--- config.mk ---
export PLATFORM = sky130hd
export DESIGN_NAME = iq_release_arbiter
export DESIGN_NICKNAME = d
export VERILOG_FILES = /design/src/rtl/iq_release_arbiter_pkg.sv /design/src/rtl/iq_release_arbiter_compactor.sv /design/src/rtl/iq_release_arbiter.sv
export SDC_FILE = /design/constraint.sdc
export NUM_CORES = 1
export LEC_CHECK = 0
export CORE_UTILIZATION = 35
export DETAILED_ROUTE_END_ITERATION = 8
export GPL_ROUTABILITY_DRIVEN = 0
export HOLD_SLACK_MARGIN = 0.03
export SYNTH_ARGS = -nofsm -noshare
export SYNTH_HDL_FRONTEND = slang
export SYNTH_HIERARCHICAL = 1
export SYNTH_SLANG_ARGS = --single-unit
--- constraint.sdc ---
create_clock -name clk -period 7.1 [get_ports clk]
set_input_delay 1.775 -clock clk [delete_from_list [all_inputs] [get_ports clk]]
set_output_delay 1.775 -clock clk [all_outputs]
set_load 0.005 [all_outputs]
--- src/rtl/iq_release_arbiter_pkg.sv ---
// Shared scheduler constants and types for the issue-queue release arbiter.
package iq_release_arbiter_pkg;

   localparam int IQ_RELEASE_ISSUE_WIDTH  = 4;
   localparam int IQ_RELEASE_FREE_PORTS   = 2;
   localparam int IQ_RELEASE_FIFO_DEPTH   = 16;
   localparam int ISSUE_QUEUE_INDEX_WIDTH = 4;

   typedef logic [ISSUE_QUEUE_INDEX_WIDTH-1:0]      IssueQueueIndexPath;
   typedef logic [$clog2(IQ_RELEASE_FIFO_DEPTH):0]  IqReleaseCountPath;

   function automatic int min_int(input int a, input int b);
      return (a < b) ? a : b;
   endfunction

endpackage

--- src/rtl/iq_release_arbiter_compactor.sv ---
// Packs the valid release slots into a dense list in ascending slot order and
// reports how many were valid. Purely combinational.
module iq_release_compactor
   import iq_release_arbiter_pkg::*;
#(
   parameter int ISSUE_WIDTH = IQ_RELEASE_ISSUE_WIDTH,
   parameter int PTR_WIDTH   = ISSUE_QUEUE_INDEX_WIDTH,
   parameter int CNT_W       = $clog2(ISSUE_WIDTH + 1)
) (
   input  logic [ISSUE_WIDTH-1:0]                releaseEntry,
   input  logic [ISSUE_WIDTH-1:0][PTR_WIDTH-1:0] releasePtr,
   output logic [ISSUE_WIDTH-1:0][PTR_WIDTH-1:0] packed_ptr,
   output logic [CNT_W-1:0]                      packed_count
);

   genvar gi;
   generate
      for (gi = 0; gi < ISSUE_WIDTH; gi++) begin : g_slot
         logic [PTR_WIDTH-1:0] sel_ptr;

         // Output slot gi takes the gi-th set request, counting from slot 0.
         always_comb begin
            int seen;
            sel_ptr = '0;
            seen    = 0;
            for (int i = 0; i < ISSUE_WIDTH; i++) begin
               if (releaseEntry[i]) begin
                  if (seen == gi) sel_ptr = releasePtr[i];
                  seen = seen + 1;
               end
            end
         end

         assign packed_ptr[gi] = sel_ptr;
      end
   endgenerate

   always_comb begin
      packed_count = '0;
      for (int i = 0; i < ISSUE_WIDTH; i++) begin
         packed_count = packed_count + CNT_W'(releaseEntry[i]);
      end
   end

endmodule

--- src/rtl/iq_release_arbiter.sv ---
// Compacts IQ release requests into a circular FIFO and drains them to the free
// list oldest first. Optional same-cycle bypass: RSD_MARCH_IQ_RELEASE_BYPASS_EN.
module iq_release_arbiter
   import iq_release_arbiter_pkg::*;
#(
   parameter int ISSUE_WIDTH = IQ_RELEASE_ISSUE_WIDTH,
   parameter int FREE_PORTS  = IQ_RELEASE_FREE_PORTS,
   parameter int DEPTH       = IQ_RELEASE_FIFO_DEPTH,
   parameter int PTR_WIDTH   = ISSUE_QUEUE_INDEX_WIDTH
) (
   input  logic                                  clk,
   input  logic                                  rst,
   input  logic [ISSUE_WIDTH-1:0]                releaseEntry,
   input  logic [ISSUE_WIDTH-1:0][PTR_WIDTH-1:0] releasePtr,
   output logic [FREE_PORTS-1:0]                 freeValid,
   output logic [FREE_PORTS-1:0][PTR_WIDTH-1:0]  freePtr,
   output logic                                  stallReq,
   output logic [$clog2(DEPTH):0]                pendingCount,
   output logic                                  drained
);

   localparam int IDX_W = $clog2(DEPTH);
   localparam int CNT_W = IDX_W + 1;
   localparam int NW    = $clog2(ISSUE_WIDTH + 1);
   localparam logic [CNT_W-1:0] DEPTH_CNT   = CNT_W'(DEPTH);
   localparam logic [CNT_W-1:0] PORTS_CNT   = CNT_W'(FREE_PORTS);
   localparam logic [CNT_W-1:0] STALL_LEVEL = CNT_W'(DEPTH - 2 * ISSUE_WIDTH);

   logic [ISSUE_WIDTH-1:0]                entry_eff;
   logic [ISSUE_WIDTH-1:0][PTR_WIDTH-1:0] pk_ptr;
   logic [NW-1:0]                         pk_n;
   logic [ISSUE_WIDTH-1:0][PTR_WIDTH-1:0] push_ptr;

   logic [IDX_W-1:0] head_reg, head_next;
   logic [IDX_W-1:0] tail_reg, tail_next;
   logic [CNT_W-1:0] count_reg, count_next;
   logic [CNT_W-1:0] pop_n, byp_n, push_req, push_n, space;

   logic [PTR_WIDTH-1:0] fifo_mem [DEPTH];

   // Requests arriving with reset are discarded along with the IQ contents.
   assign entry_eff = rst ? '0 : releaseEntry;

   iq_release_compactor #(
      .ISSUE_WIDTH (ISSUE_WIDTH),
      .PTR_WIDTH   (PTR_WIDTH),
      .CNT_W       (NW)
   ) u_compactor (
      .releaseEntry (entry_eff),
      .releasePtr   (releasePtr),
      .packed_ptr   (pk_ptr),
      .packed_count (pk_n)
   );

   assign pop_n = (count_reg < PORTS_CNT) ? count_reg : PORTS_CNT;

`ifdef RSD_MARCH_IQ_RELEASE_BYPASS_EN
   assign byp_n = (count_reg != '0) ? '0 :
                  ((CNT_W'(pk_n) < PORTS_CNT) ? CNT_W'(pk_n) : PORTS_CNT);
`else
   assign byp_n = '0;
`endif

   assign push_req = CNT_W'(pk_n) - byp_n;
   assign space    = DEPTH_CNT - count_reg + pop_n;
   // Excess beyond the free space is dropped so the count saturates at DEPTH.
   assign push_n   = (push_req > space) ? space : push_req;

   assign count_next = count_reg + push_n - pop_n;
   assign head_next  = head_reg + IDX_W'(pop_n);
   assign tail_next  = tail_reg + IDX_W'(push_n);

   // Entries already sent through the bypass are skipped when writing the FIFO.
   always_comb begin
      push_ptr = '0;
      for (int j = 0; j < ISSUE_WIDTH; j++) begin
         if (j + int'(byp_n) < ISSUE_WIDTH) push_ptr[j] = pk_ptr[j + int'(byp_n)];
      end
   end

   always_ff @(posedge clk) begin
      if (rst) begin
         head_reg  <= '0;
         tail_reg  <= '0;
         count_reg <= '0;
      end else begin
         head_reg  <= head_next;
         tail_reg  <= tail_next;
         count_reg <= count_next;
      end
   end

   always_ff @(posedge clk) begin
      for (int j = 0; j < ISSUE_WIDTH; j++) begin
         if (CNT_W'(j) < push_n) fifo_mem[tail_reg + IDX_W'(j)] <= push_ptr[j];
      end
   end

   genvar gi;
   generate
      for (gi = 0; gi < FREE_PORTS; gi++) begin : g_port
`ifdef RSD_MARCH_IQ_RELEASE_BYPASS_EN
         assign freeValid[gi] = !rst && ((CNT_W'(gi) < pop_n) || (CNT_W'(gi) < byp_n));
         assign freePtr[gi]   = (count_reg == '0) ? pk_ptr[gi] : fifo_mem[head_reg + IDX_W'(gi)];
`else
         assign freeValid[gi] = !rst && (CNT_W'(gi) < pop_n);
         assign freePtr[gi]   = fifo_mem[head_reg + IDX_W'(gi)];
`endif
      end
   endgenerate

   // Registered count only, so the scheduler sees no input-dependent path.
   assign stallReq     = (count_reg > STALL_LEVEL);
   assign pendingCount = count_reg;
   assign drained      = (count_reg == '0) && (entry_eff == '0);

   overflow_chk: assert property (@(posedge clk) disable iff (rst) push_req <= space);

endmodule

==> qor.csv <==
stage,metric,value,unit
clocking,Post-CTS Hold Buffers,0,
sta,worst-margin pin slew,1.069,ns
global_routing,largest net degree at the start of global routing,43,
sta,final critical-path share of the clock period,88.05,%
floorplanning,Rows,52,
yosys,synthesized area,7355,um^2
min_path,Hold Crit Start,pendingCount[4]$_SDFF_PP0_,
clocking,post-CTS setup buffers,0,
placed_design,post-placement cell count,949,
yosys,Post-synth ARST share,0,%
power_and_ir_drop,LEAKAGE,2.937,nW
clocking,"Reg clk slew, reported paths",0.06,ns
floorplanning,initial core utilization,36.00,%
sta,Setup WS post-layout,0.8484,ns
outcome,status,finished clean,
sta,Slew Limit Fails,0,
route,TritonRoute pass-1 iters,8,
critical_path,CP startpoint,releaseEntry[1],
route,post-DR wirelength/cell,23.17,um
floorplanning,# IOs,39,
critical_path,CP endpoint kind,flop,
route,Total Wirelength,22360,um
global_routing,initial antenna violation count,0,
critical_path,Crit Path Category,in2reg,
job,Max-cap violations,0,
yosys,Netlist cell types,72,
clocking,post-cts gate resize count,0,
cells_and_area,most frequent cells in the layout,"nor2_1, mux2i_1, edfxtp_1",
floorplanning,Die Span X,147.0,um
sta,Rel. slew slack,28.48,%
placed_design,Final HPWL DP,16330,um
cells_and_area,max FFs per register,64,
global_routing,number of global-route vias before repair,5686,
yosys,register area share after synthesis,29.67,%
power_and_ir_drop,total power,3.067,mW
clocking,Worst-Skew Late Latency,0.36,ns
route,DRC,0,
power_and_ir_drop,VDD IR max,290.2,uV
critical_path,worst r2r src,pendingCount[2]$_SDFF_PP0_,
sta,min cycle time layout,6.252,ns
global_routing,Global Route Usage Sum,21.18,%
min_path,hold crit path type,reg2reg,
yosys,#FFs+latches synth,77,
cells_and_area,share of cells above drive strength 1,16.98,%
cells_and_area,Layout area overhead,10.29,%
yosys,Post-synth EDFFs,64,
yosys,"Primary FF master, synth",edfxtp_1,
sta,Fin Clk Skew,0.01640,ns
floorplanning,core area,20430,um^2
route,vias,6076,
power_and_ir_drop,P per Cell Area,378.2,nW/um^2
clocking,CTS max path bufs,2,
clocking,TritonCTS Buffers,9,
critical_path,Startpoint Class,input port,
placed_design,Place WS,0.6135,ns
global_routing,first-pass GRT wire length,34670,um
critical_path,CP arrival,6.32,ns
yosys,cells after synthesis,696,
critical_path,Worst Path Max Fanout,15,
sta,final hold viol count,0,
sta,unrepaired setup endpoints after global routing,no,
yosys,Mean Syn Cell Area,10.57,um^2
floorplanning,Die Ht,147.0,um
cells_and_area,Reg with most FFs,fifo_mem,
sta,Fin Setup TNS,0,ns
cells_and_area,# diodes,0,
global_routing,GR Overflow Total,0,
cells_and_area,"Core Util, Final",39.70,%
route,post-route ant nets,0,
route,initial drt markers,579,
clocking,H-Tree Depth,3,
clocking,Clock Tree Root,clkbuf_16,
floorplanning,die area,21600,um^2
cells_and_area,fin cells,965,
yosys,Syn. warnings,6,
sta,final-report setup violation count,0,
critical_path,worst endpoint required time,7.17,ns
cells_and_area,Final nets,745,
clocking,CTS tree,yes,
route,Via density,6.296,
placed_design,port bufs,38,
clocking,clock sink total,77,
sta,fmax,0.1600,GHz
cell usage after synthesis, drive strengths merged, types with 7 or more instances:
| cell type | n | share of area, % |
|---|---|---|
| nor2 | 78 | 4.3 |
| mux2i | 77 | 11 |
| a221oi | 68 | 9.2 |
| edfxtp | 64 | 26 |
| clkbuf | 40 | 2.1 |
| ha | 28 | 4.8 |
| mux4 | 28 | 8.6 |
| inv | 26 | 1.4 |
| buf | 21 | 1.6 |
| and3 | 19 | 1.6 |
| nand2 | 19 | 1.0 |
| nor3 | 19 | 1.4 |
| a21oi | 14 | 1.1 |
| mux2 | 14 | 2.2 |
| o21ai | 14 | 1.1 |
| dfxtp | 13 | 3.5 |
| o211ai | 13 | 1.5 |
| nand3b | 12 | 1.2 |
| nor2b | 12 | 1.0 |
| a2bb2oi | 11 | 1.7 |
| a22oi | 8 | 0.82 |
| nand3 | 8 | 0.82 |
| xnor2 | 8 | 0.95 |
| xor2 | 8 | 0.95 |
| and2 | 7 | 0.61 |
layer usage:
metal	up-vias	routed length [um]	GRT usage, %
met3	63	1964	3.789
met2	378	9836	32.35
li1	2714	-	-
met5	-	0	0
met1	2921	9816	29.69
met4	0	739	8.299
where the power goes:
group | switching (mW) | total, mW | internal (mW)
combinational | 1.04 | 1.86 | 0.819
sequential | 0.107 | 0.746 | 0.639
clock | 0.193 | 0.464 | 0.272
cell families (layout without fill, tap and decap cells):
family	after synthesis	after routing	synth area share, %
fa+ha+maj	33	33	6.125
mux	119	119	21.35
flops	77	77	29.67
xor+xnor	16	16	1.905
simple gates	198	198	14.60
compound gates	161	161	20.55
buf+inv	91	88	5.750
other cells	1	3	0.05099
path summary, 6_finish.rpt:
check | to | slack, ns | cells after the start
worst min register to register | pendingCount[4]$_SDFF_PP0_ | 0.71 | 3
worst min-delay path | pendingCount[4]$_SDFF_PP0_ | 0.71 | 3
worst max register to register | fifo_mem[10][0]$_DFFE_PP_ | 2.15 | 15
worst max-delay path | fifo_mem[10][0]$_DFFE_PP_ | 0.85 | 16
final cells by class:
| class | count | area [um^2] |
|---|---|---|
| clock buffer | 10 | 229.0 |
| clock inverter | 6 | 63.81 |
| fill | 2007 | 12320 |
| inverter | 26 | 100.1 |
| multi-input combinational | 530 | 4757 |
| sequential | 77 | 2183 |
| tap | 270 | 337.8 |
| timing repair buffer | 46 | 440.4 |
per-stage QoR:
stage | area (um^2) | hold slack, ns
after global routing | 8112 | 0.7876
after floorplan | 7362 | 0.5584
after global placement | 7819 | 0.6890
after detailed placement | 7819 | 0.6855
after CTS | 8112 | 0.6974
final | 8112 | 0.7078
worst max-delay path, stage by stage:
cell,delay [ns]
clkdlybuf4s50_1,0.44
nor2b_1,0.12
buf_4,0.19
inv_1,0.08
ha_1,0.27
buf_4,0.18
fa_1,0.40
xor2_1,0.37
ha_1,0.34
nand3b_1,0.10
nand2_1,0.10
o211ai_4,0.19
mux2i_2,0.61
nand3_1,0.31
a2bb2oi_1,0.26
a221oi_1,0.58
Note: power is estimated with default switching activity, not from simulation.
